## src/rtl/ipsxe_floating_point_pkg.sv

```systemverilog
// Shared constants and special-value encodings for the floating-point IP family.
package ipsxe_floating_point_pkg;

  localparam int unsigned FP_MAX_W = 128;
  localparam int unsigned FP_IDX_W = $clog2(FP_MAX_W);

  // Exponent bias for an exp_bit-wide exponent field.
  function automatic int unsigned fp_bias(input int unsigned exp_bit);
    return (32'd1 << (exp_bit - 1)) - 32'd1;
  endfunction

  // All-ones biased exponent, reserved for infinity.
  function automatic int unsigned fp_exp_max(input int unsigned exp_bit);
    return (32'd1 << exp_bit) - 32'd1;
  endfunction

  // +0 encoding (all zeros).
  function automatic logic [FP_MAX_W-1:0] fp_pos_zero();
    return '0;
  endfunction

  // Signed zero: only the sign bit may be set.
  function automatic logic [FP_MAX_W-1:0] fp_signed_zero(input logic sign,
                                                         input int unsigned exp_bit,
                                                         input int unsigned frac_bit);
    logic [FP_MAX_W-1:0] r;
    r = '0;
    r[FP_IDX_W'(exp_bit + frac_bit - 1)] = sign;
    return r;
  endfunction

  // Signed infinity: all-ones exponent, zero fraction.
  function automatic logic [FP_MAX_W-1:0] fp_inf(input logic sign,
                                                 input int unsigned exp_bit,
                                                 input int unsigned frac_bit);
    logic [FP_MAX_W-1:0] r;
    r = '0;
    for (int unsigned i = 0; i < exp_bit; i++) begin
      r[FP_IDX_W'(frac_bit - 1 + i)] = 1'b1;
    end
    r[FP_IDX_W'(exp_bit + frac_bit - 1)] = sign;
    return r;
  endfunction

endpackage

```

## src/rtl/ipsxe_floating_point_lzc_v1_0.sv

```systemverilog
// Combinational leading-zero counter; all-zero input returns W.
module ipsxe_floating_point_lzc_v1_0 #(
  parameter  int unsigned W  = 32,
  localparam int unsigned CW = $clog2(W + 1)
) (
  input  logic [W-1:0]  i_data,
  output logic [CW-1:0] o_count
);

  logic [W-1:0] scan;
  logic         found;

  // Walk from the MSB, counting zeros until the first one.
  always_comb begin
    o_count = '0;
    found   = 1'b0;
    scan    = i_data;
    for (int unsigned i = 0; i < W; i++) begin
      if (!found) begin
        if (scan[W-1]) begin
          found = 1'b1;
        end else begin
          o_count = o_count + CW'(1);
        end
      end
      scan = scan << 1;
    end
  end

endmodule

```

## src/rtl/ipsxe_floating_point_register_v1_0.sv

```systemverilog
// Clock-enabled shift register with async active-low clear; DEPTH stages of WIDTH bits.
module ipsxe_floating_point_register_v1_0 #(
  parameter int unsigned WIDTH = 1,
  parameter int unsigned DEPTH = 1
) (
  input  logic             i_aclk,
  input  logic             i_areset_n,
  input  logic             i_aclken,
  input  logic [WIDTH-1:0] i_d,
  output logic [WIDTH-1:0] o_q
);

  localparam int unsigned TOT_W = WIDTH * DEPTH;

  logic [TOT_W-1:0] stage_d;
  logic [TOT_W-1:0] stage_q;

  // Shift a new word in at the bottom when enabled, otherwise hold.
  always_comb begin
    stage_d = stage_q;
    if (i_aclken) begin
      stage_d = (stage_q << WIDTH) | TOT_W'(i_d);
    end
  end

  // Stage storage.
  always_ff @(posedge i_aclk or negedge i_areset_n) begin
    if (!i_areset_n) begin
      stage_q <= '0;
    end else begin
      stage_q <= stage_d;
    end
  end

  assign o_q = stage_q[TOT_W-1 -: WIDTH];

endmodule

```

## src/rtl/ipsxe_floating_point_fx2fl_nothalf_v1_0.sv

```systemverilog
// Signed fixed-point to floating-point converter, 1..3 register stages, RNE rounding.
// Optional o_inexact output enabled by defining IPSXE_FLOATING_POINT_FX2FL_INEXACT_EN.
module ipsxe_floating_point_fx2fl_nothalf_v1_0
  import ipsxe_floating_point_pkg::*;
#(
  parameter int unsigned FLOAT_EXP_BIT  = 8,
  parameter int unsigned FLOAT_FRAC_BIT = 24,
  parameter int unsigned FIXED_INT_BIT  = 32,
  parameter int unsigned FIXED_FRAC_BIT = 0,
  parameter int unsigned LATENCY_CONFIG = 3
) (
  input  logic                                    i_aclk,
  input  logic                                    i_areset_n,
  input  logic                                    i_aclken,
  input  logic [FIXED_INT_BIT+FIXED_FRAC_BIT-1:0] i_axi4s_a_tdata,
  input  logic                                    i_axi4s_or_abcoperation_tvalid,
  output logic [FLOAT_EXP_BIT+FLOAT_FRAC_BIT-1:0] o_axi4s_result_tdata,
  output logic                                    o_axi4s_result_tvalid,
  output logic                                    o_overflow
`ifdef IPSXE_FLOATING_POINT_FX2FL_INEXACT_EN
  ,
  output logic                                    o_inexact
`endif
);

  localparam int unsigned W       = FIXED_INT_BIT + FIXED_FRAC_BIT;
  localparam int unsigned EW      = FLOAT_EXP_BIT;
  localparam int unsigned FW      = FLOAT_FRAC_BIT;
  localparam int unsigned RW      = EW + FW;
  localparam int unsigned SW      = EW + 2;
  localparam int unsigned CW      = $clog2(W + 1);
  localparam int unsigned BIAS    = fp_bias(EW);
  localparam int unsigned EXP_MAX = fp_exp_max(EW);
  localparam int unsigned B_W     = 1 + W;
  localparam int unsigned C_W     = 1 + W + SW;
`ifdef IPSXE_FLOATING_POINT_FX2FL_INEXACT_EN
  localparam int unsigned D_W     = RW + 2;
`else
  localparam int unsigned D_W     = RW + 1;
`endif

  localparam logic signed [SW-1:0] EXP_MAX_S = SW'(EXP_MAX);
  localparam logic signed [SW-1:0] ZERO_S    = '0;

  // ---------------- Step A: absolute value ----------------
  logic         a_sign_c;
  logic [W-1:0] a_mag_c;

  // Two's-complement magnitude; the most negative input maps to 2^(W-1).
  always_comb begin
    a_sign_c = i_axi4s_a_tdata[W-1];
    a_mag_c  = a_sign_c ? (~i_axi4s_a_tdata + W'(1)) : i_axi4s_a_tdata;
  end

  logic [B_W-1:0] b_pack;

  if (LATENCY_CONFIG >= 3) begin : g_reg_a
    ipsxe_floating_point_register_v1_0 #(.WIDTH(B_W), .DEPTH(1)) u_reg_a (
      .i_aclk     (i_aclk),
      .i_areset_n (i_areset_n),
      .i_aclken   (i_aclken),
      .i_d        ({a_sign_c, a_mag_c}),
      .o_q        (b_pack)
    );
  end else begin : g_byp_a
    assign b_pack = {a_sign_c, a_mag_c};
  end

  // ---------------- Step B: normalise ----------------
  logic                 b_sign;
  logic [W-1:0]         b_mag;
  logic [CW-1:0]        b_lz_c;
  logic [W-1:0]         b_norm_c;
  logic signed [SW-1:0] b_exp_c;

  assign {b_sign, b_mag} = b_pack;

  ipsxe_floating_point_lzc_v1_0 #(.W(W)) u_lzc (
    .i_data  (b_mag),
    .o_count (b_lz_c)
  );

  // Left-justify the magnitude and derive its biased exponent.
  always_comb begin
    b_norm_c = b_mag << b_lz_c;
    b_exp_c  = SW'(BIAS + FIXED_INT_BIT - 1) - SW'(b_lz_c);
  end

  logic [C_W-1:0] c_pack;

  if (LATENCY_CONFIG >= 2) begin : g_reg_b
    ipsxe_floating_point_register_v1_0 #(.WIDTH(C_W), .DEPTH(1)) u_reg_b (
      .i_aclk     (i_aclk),
      .i_areset_n (i_areset_n),
      .i_aclken   (i_aclken),
      .i_d        ({b_sign, b_norm_c, b_exp_c}),
      .o_q        (c_pack)
    );
  end else begin : g_byp_b
    assign c_pack = {b_sign, b_norm_c, b_exp_c};
  end

  // ---------------- Step C: round and classify ----------------
  logic                 c_sign;
  logic [W-1:0]         c_norm;
  logic signed [SW-1:0] c_exp;
  logic [FW-2:0]        c_frac_in;
  logic                 c_guard;
  logic                 c_sticky;
  logic                 c_round_up;
  logic                 c_carry;
  logic [FW-2:0]        c_frac;
  logic signed [SW-1:0] c_exp_r;
  logic [RW-1:0]        c_result;
  logic                 c_ovf;
  logic [D_W-1:0]       d_pack_c;
  logic [D_W-1:0]       d_q;

  assign {c_sign, c_norm, c_exp} = c_pack;

  // Fraction below the hidden one, plus guard/sticky from the bits dropped.
  if (W <= FW) begin : g_exact
    assign c_frac_in = (FW-1)'(c_norm[W-2:0]) << (FW - W);
    assign c_guard   = 1'b0;
    assign c_sticky  = 1'b0;
  end else if (W == FW + 1) begin : g_guard_only
    assign c_frac_in = c_norm[W-2 -: FW-1];
    assign c_guard   = c_norm[0];
    assign c_sticky  = 1'b0;
  end else begin : g_round
    assign c_frac_in = c_norm[W-2 -: FW-1];
    assign c_guard   = c_norm[W-1-FW];
    assign c_sticky  = |c_norm[W-2-FW:0];
  end

  // Round to nearest even, then saturate to infinity or flush to signed zero.
  always_comb begin
    c_round_up          = c_guard & (c_sticky | c_frac_in[0]);
    {c_carry, c_frac}   = FW'(c_frac_in) + FW'(c_round_up);
    c_exp_r             = c_exp + SW'(c_carry);
    c_result            = RW'(fp_pos_zero());
    c_ovf               = 1'b0;
    if (c_norm == '0) begin
      c_result = RW'(fp_pos_zero());
    end else if (c_exp_r >= EXP_MAX_S) begin
      c_result = RW'(fp_inf(c_sign, EW, FW));
      c_ovf    = 1'b1;
    end else if (c_exp_r <= ZERO_S) begin
      c_result = RW'(fp_signed_zero(c_sign, EW, FW));
    end else begin
      c_result = {c_sign, c_exp_r[EW-1:0], c_frac};
    end
`ifdef IPSXE_FLOATING_POINT_FX2FL_INEXACT_EN
    d_pack_c = {c_result, c_ovf, (c_guard | c_sticky | c_ovf)};
`else
    d_pack_c = {c_result, c_ovf};
`endif
  end

  // Output register for result and flags.
  ipsxe_floating_point_register_v1_0 #(.WIDTH(D_W), .DEPTH(1)) u_reg_out (
    .i_aclk     (i_aclk),
    .i_areset_n (i_areset_n),
    .i_aclken   (i_aclken),
    .i_d        (d_pack_c),
    .o_q        (d_q)
  );

  // Valid travels alongside the data through an equally deep shift register.
  ipsxe_floating_point_register_v1_0 #(.WIDTH(1), .DEPTH(LATENCY_CONFIG)) u_reg_vld (
    .i_aclk     (i_aclk),
    .i_areset_n (i_areset_n),
    .i_aclken   (i_aclken),
    .i_d        (i_axi4s_or_abcoperation_tvalid),
    .o_q        (o_axi4s_result_tvalid)
  );

`ifdef IPSXE_FLOATING_POINT_FX2FL_INEXACT_EN
  assign {o_axi4s_result_tdata, o_overflow, o_inexact} = d_q;
`else
  assign {o_axi4s_result_tdata, o_overflow} = d_q;
`endif

endmodule

```

## config.mk

```make
export PLATFORM = sky130hd
export DESIGN_NAME = ipsxe_floating_point_fx2fl_nothalf_v1_0
export DESIGN_NICKNAME = d
export VERILOG_FILES = /design/src/rtl/ipsxe_floating_point_pkg.sv /design/src/rtl/ipsxe_floating_point_lzc_v1_0.sv /design/src/rtl/ipsxe_floating_point_register_v1_0.sv /design/src/rtl/ipsxe_floating_point_fx2fl_nothalf_v1_0.sv
export SDC_FILE = /design/constraint.sdc
export NUM_CORES = 1
export LEC_CHECK = 0
export CAP_MARGIN = 10
export CORE_ASPECT_RATIO = 1.5
export CORE_UTILIZATION = 55
export CTS_CLUSTER_DIAMETER = 60
export DETAILED_ROUTE_END_ITERATION = 7
export PLACE_DENSITY_LB_ADDON = 0.15
export SYNTH_ARGS = -nofsm -noshare
export SYNTH_HDL_FRONTEND = slang
export SYNTH_SLANG_ARGS = --single-unit
```

## constraint.sdc

```tcl
create_clock -name i_aclk -period 18.8 [get_ports i_aclk]
set_input_delay 3.76 -clock i_aclk [delete_from_list [all_inputs] [get_ports i_aclk]]
set_output_delay 3.76 -clock i_aclk [all_outputs]
set_load 0.01 [all_outputs]
```

==> results.cfg <==
[sta]
rsz0062_at_grt = yes
fin_skew_ns = 0.0127
final.setup.worst_slack_ns = -0.599
relSlewSlack_pct = 17.2
report.final.hold_viol_count = 0
drv_slew = 0
finalSetupViolCount = 36
fin_tns_setup_ns = -17.26
period_needed_ns = 19.40
tightest_slew_ns = 1.23
timing.fmax_mhz = 51.5
timing.hold.ws_ns = 0.484
fin_crit_sh_pct = 103

[power]
vdd_drop_max_mv = 0.0431
leakage_uw = 0.00613
total_power_uw = 1060
power.density_nw_per_um2 = 74.0

[worst_setup_path]
slowest_delay_ns = 0.55
end_kind = register
arrival_ns = 19.68
rrSetupSlack_ns = -0.60
timing.rr.end = g_reg_b.u_reg_b.o_q[26]
startpoint_type = register
critPathSlowestCell = or4_4
worstReg2RegStart = g_reg_a.u_reg_a.o_q[29]
crit_top_cell = ha_1
path_class = reg -> reg
worstPathRequired_ns = 19.08
path_max_fanout = 8
ff2ff_path_depth = 109

[yosys]
synthTopCellsByArea = dfrtp_1 (26%), mux2i_1 (7.4%), xnor2_1 (5.4%)
synth_cell_type_count = 83
synth_edf_count = 0
syn-cell-area_um2 = 10800
synth_most_common_cell = nor2_1
yosys.area.top_type = dfrtp_1
syn-instance-count = 1338
yosysTopAreaCellShare_pct = 25.6
syn_nets = 1408
seq_area_frac_synth_pct = 25.6
synth_seq_cells = 110
ys.flop_type = dfrtp_1
avgSynthCellArea_um2 = 8.04
ys_warn_count = 0
async_reset_ff_share_pct = 100
synth_common_cells = nor2_1 (140), nand2_1 (120), dfrtp_1 (110)

[routing]
vias = 10900
viasPerCell = 6.01
wl_per_cell_um = 17.6
drt_iter0_drc = 595
drc = 0
drtPass1Iterations = 5
ant_nets = 0
drt-total-wl_mm = 31.8

[placement]
numPortBuffers = 69
preCtsSetupSlack_ns = -1.00
place_congestion = 0.902
postPlaceCellArea_um2 = 12600
hpwl_mm = 22.4

[worst_hold_path]
min_delay_worst_endpoint = u_reg_out.o_q[23]
hold_depth = 1
hp-class = reg -> reg
worstHoldStart = u_reg_out.o_q[23]

[cells_and_area]
num_antenna_cells = 0
stdcell_area_um2 = 14300
synthToLayoutAreaGrowth_pct = 32.9
layout-drive-gt1-share_pct = 25.2
fin_nets = 1619

[clock_network]
cts_tree = done
hold_buffers = 0
clkSinkCount = 110
root_buffer = clkbuf_16
htree_num_levels = 3
clockBufferDepth = 2
numCtsBuffers = 9
clk_latency_ns = 0.38
clk_pin_slew_ns = 0.08

[grt]
grt_max_degree = 64
overflow = 0
grt_pass1_wl_mm = 50.2
grt_util_met2_pct = 56.5
use_met3_pct = 3.57
use_met1_pct = 35.4
grt.total_usage_pct = 31.2
antenna_found_initial = 0
grt_pass1_vias = 10500
grt_busiest_layer = met2

[floorplanning]
die-area_um2 = 20100
rows = 62
core_um2 = 19200
die_w_um = 116
die_y_um = 173
ios = 70
initial_core_util_pct = 56.1

[run]
max_cap_violations = 0

[status]
violations = setup timing
status = finished with violations
[metal layers]
| layer | up-vias | part of all wire, % |
|---|---|---|
| met5 | - | 0 |
| li1 | 5260 | - |
| met4 | 0 | 4.5 |
| met3 | 102 | 3.6 |
| met1 | 5192 | 39 |
| met2 | 324 | 53 |
[report_power, final]
part | switching (µW) | internal [µW]
clock network | 98.1 | 112
logic | 248 | 267
registers | 55.4 | 278
[cell families after synthesis]
family | Yosys count | share of synthesized area (%)
xor+xnor | 134 | 12.5
mux | 104 | 9.97
buf+inv | 136 | 4.93
simple gates | 493 | 22.6
compound gates | 325 | 20.2
fa+ha+maj | 36 | 4.14
flops | 110 | 25.6
[critical path, delay by kind of cell, from the launching register on]
kind,cells,cell delay (ns)
buf+inv,8,0.80
simple gates,30,3.40
mux,12,2.09
fa+ha+maj,27,7.18
flops,1,0.44
xor+xnor,2,0.50
compound gates,30,4.85
[worst max path at each step]
stage / start / to / slack [ns] / cells past startpoint
final: g_reg_a.u_reg_a.o_q[29] / g_reg_b.u_reg_b.o_q[26] / -0.60 / 109
after detailed placement: g_reg_a.u_reg_a.o_q[30] / g_reg_b.u_reg_b.o_q[26] / -1.00 / 113
after global placement: g_reg_a.u_reg_a.o_q[29] / g_reg_b.u_reg_b.o_q[24] / -0.40 / 110
after CTS: g_reg_a.u_reg_a.o_q[30] / g_reg_b.u_reg_b.o_q[26] / -0.47 / 113
after floorplan: g_reg_a.u_reg_a.o_q[29] / g_reg_b.u_reg_b.o_q[36] / 0.01 / 109
after global routing: g_reg_a.u_reg_a.o_q[30] / g_reg_b.u_reg_b.o_q[26] / -1.48 / 113
[stage by stage]
stage	util, %	cells
2_1_floorplan	-	1338
3_3_place_gp	65.8	1707
3_5_place_dp	65.8	1707
4_1_cts	71.0	1785
5_1_grt	74.6	1810
6_report	74.6	1810
[sequential cells by signal, summed over array words and instances (netlist names)]
signal,flops
u_reg_out.o_q,33
g_reg_b.u_reg_b.o_q,41
u_reg_vld.stage_q,3
g_reg_a.u_reg_a.o_q,33
[final cells by class]
cell class | instances | area, µm²
timing repair buffer | 279 | 2460
tap | 256 | 320
sequential | 110 | 2760
clock buffer | 11 | 253
inverter | 57 | 219
multi-input combinational | 1092 | 8220
clock inverter | 5 | 65.1
fill | 1486 | 4870
[placed cells by master (no fill, tap or decap), types with 8 or more instances in the layout]
cell type	n
or3_1	15
nand3_1	38
o211ai_1	14
xnor2_1	60
xor2_1	53
clkdlybuf4s50_1	67
mux2i_1	73
o41ai_1	8
nor3_1	27
and3_1	19
buf_4	188
nand4_1	8
buf_6	13
nor3_2	8
mux2_2	21
inv_1	51
o21ai_0	44
o2bb2ai_1	43
nor2b_1	21
o32ai_1	9
a21oi_2	15
clkbuf_16	13
nor4_1	20
ha_1	18
o21ai_1	8
nor2_1	129
and2_1	14
nand2b_1	14
ha_4	15
a21o_1	10
nand2_2	8
a21oi_1	83
o22ai_1	10
nand2_1	112
dfrtp_1	107
o31ai_1	11
[repair_timing]
item,CTS,global route
setup endpoints to repair,39,39
gates cloned,0,4
gates resized for setup,47,96
buffers inserted,62,24
pin swaps,59,87
(Power assumes the default switching activity.)
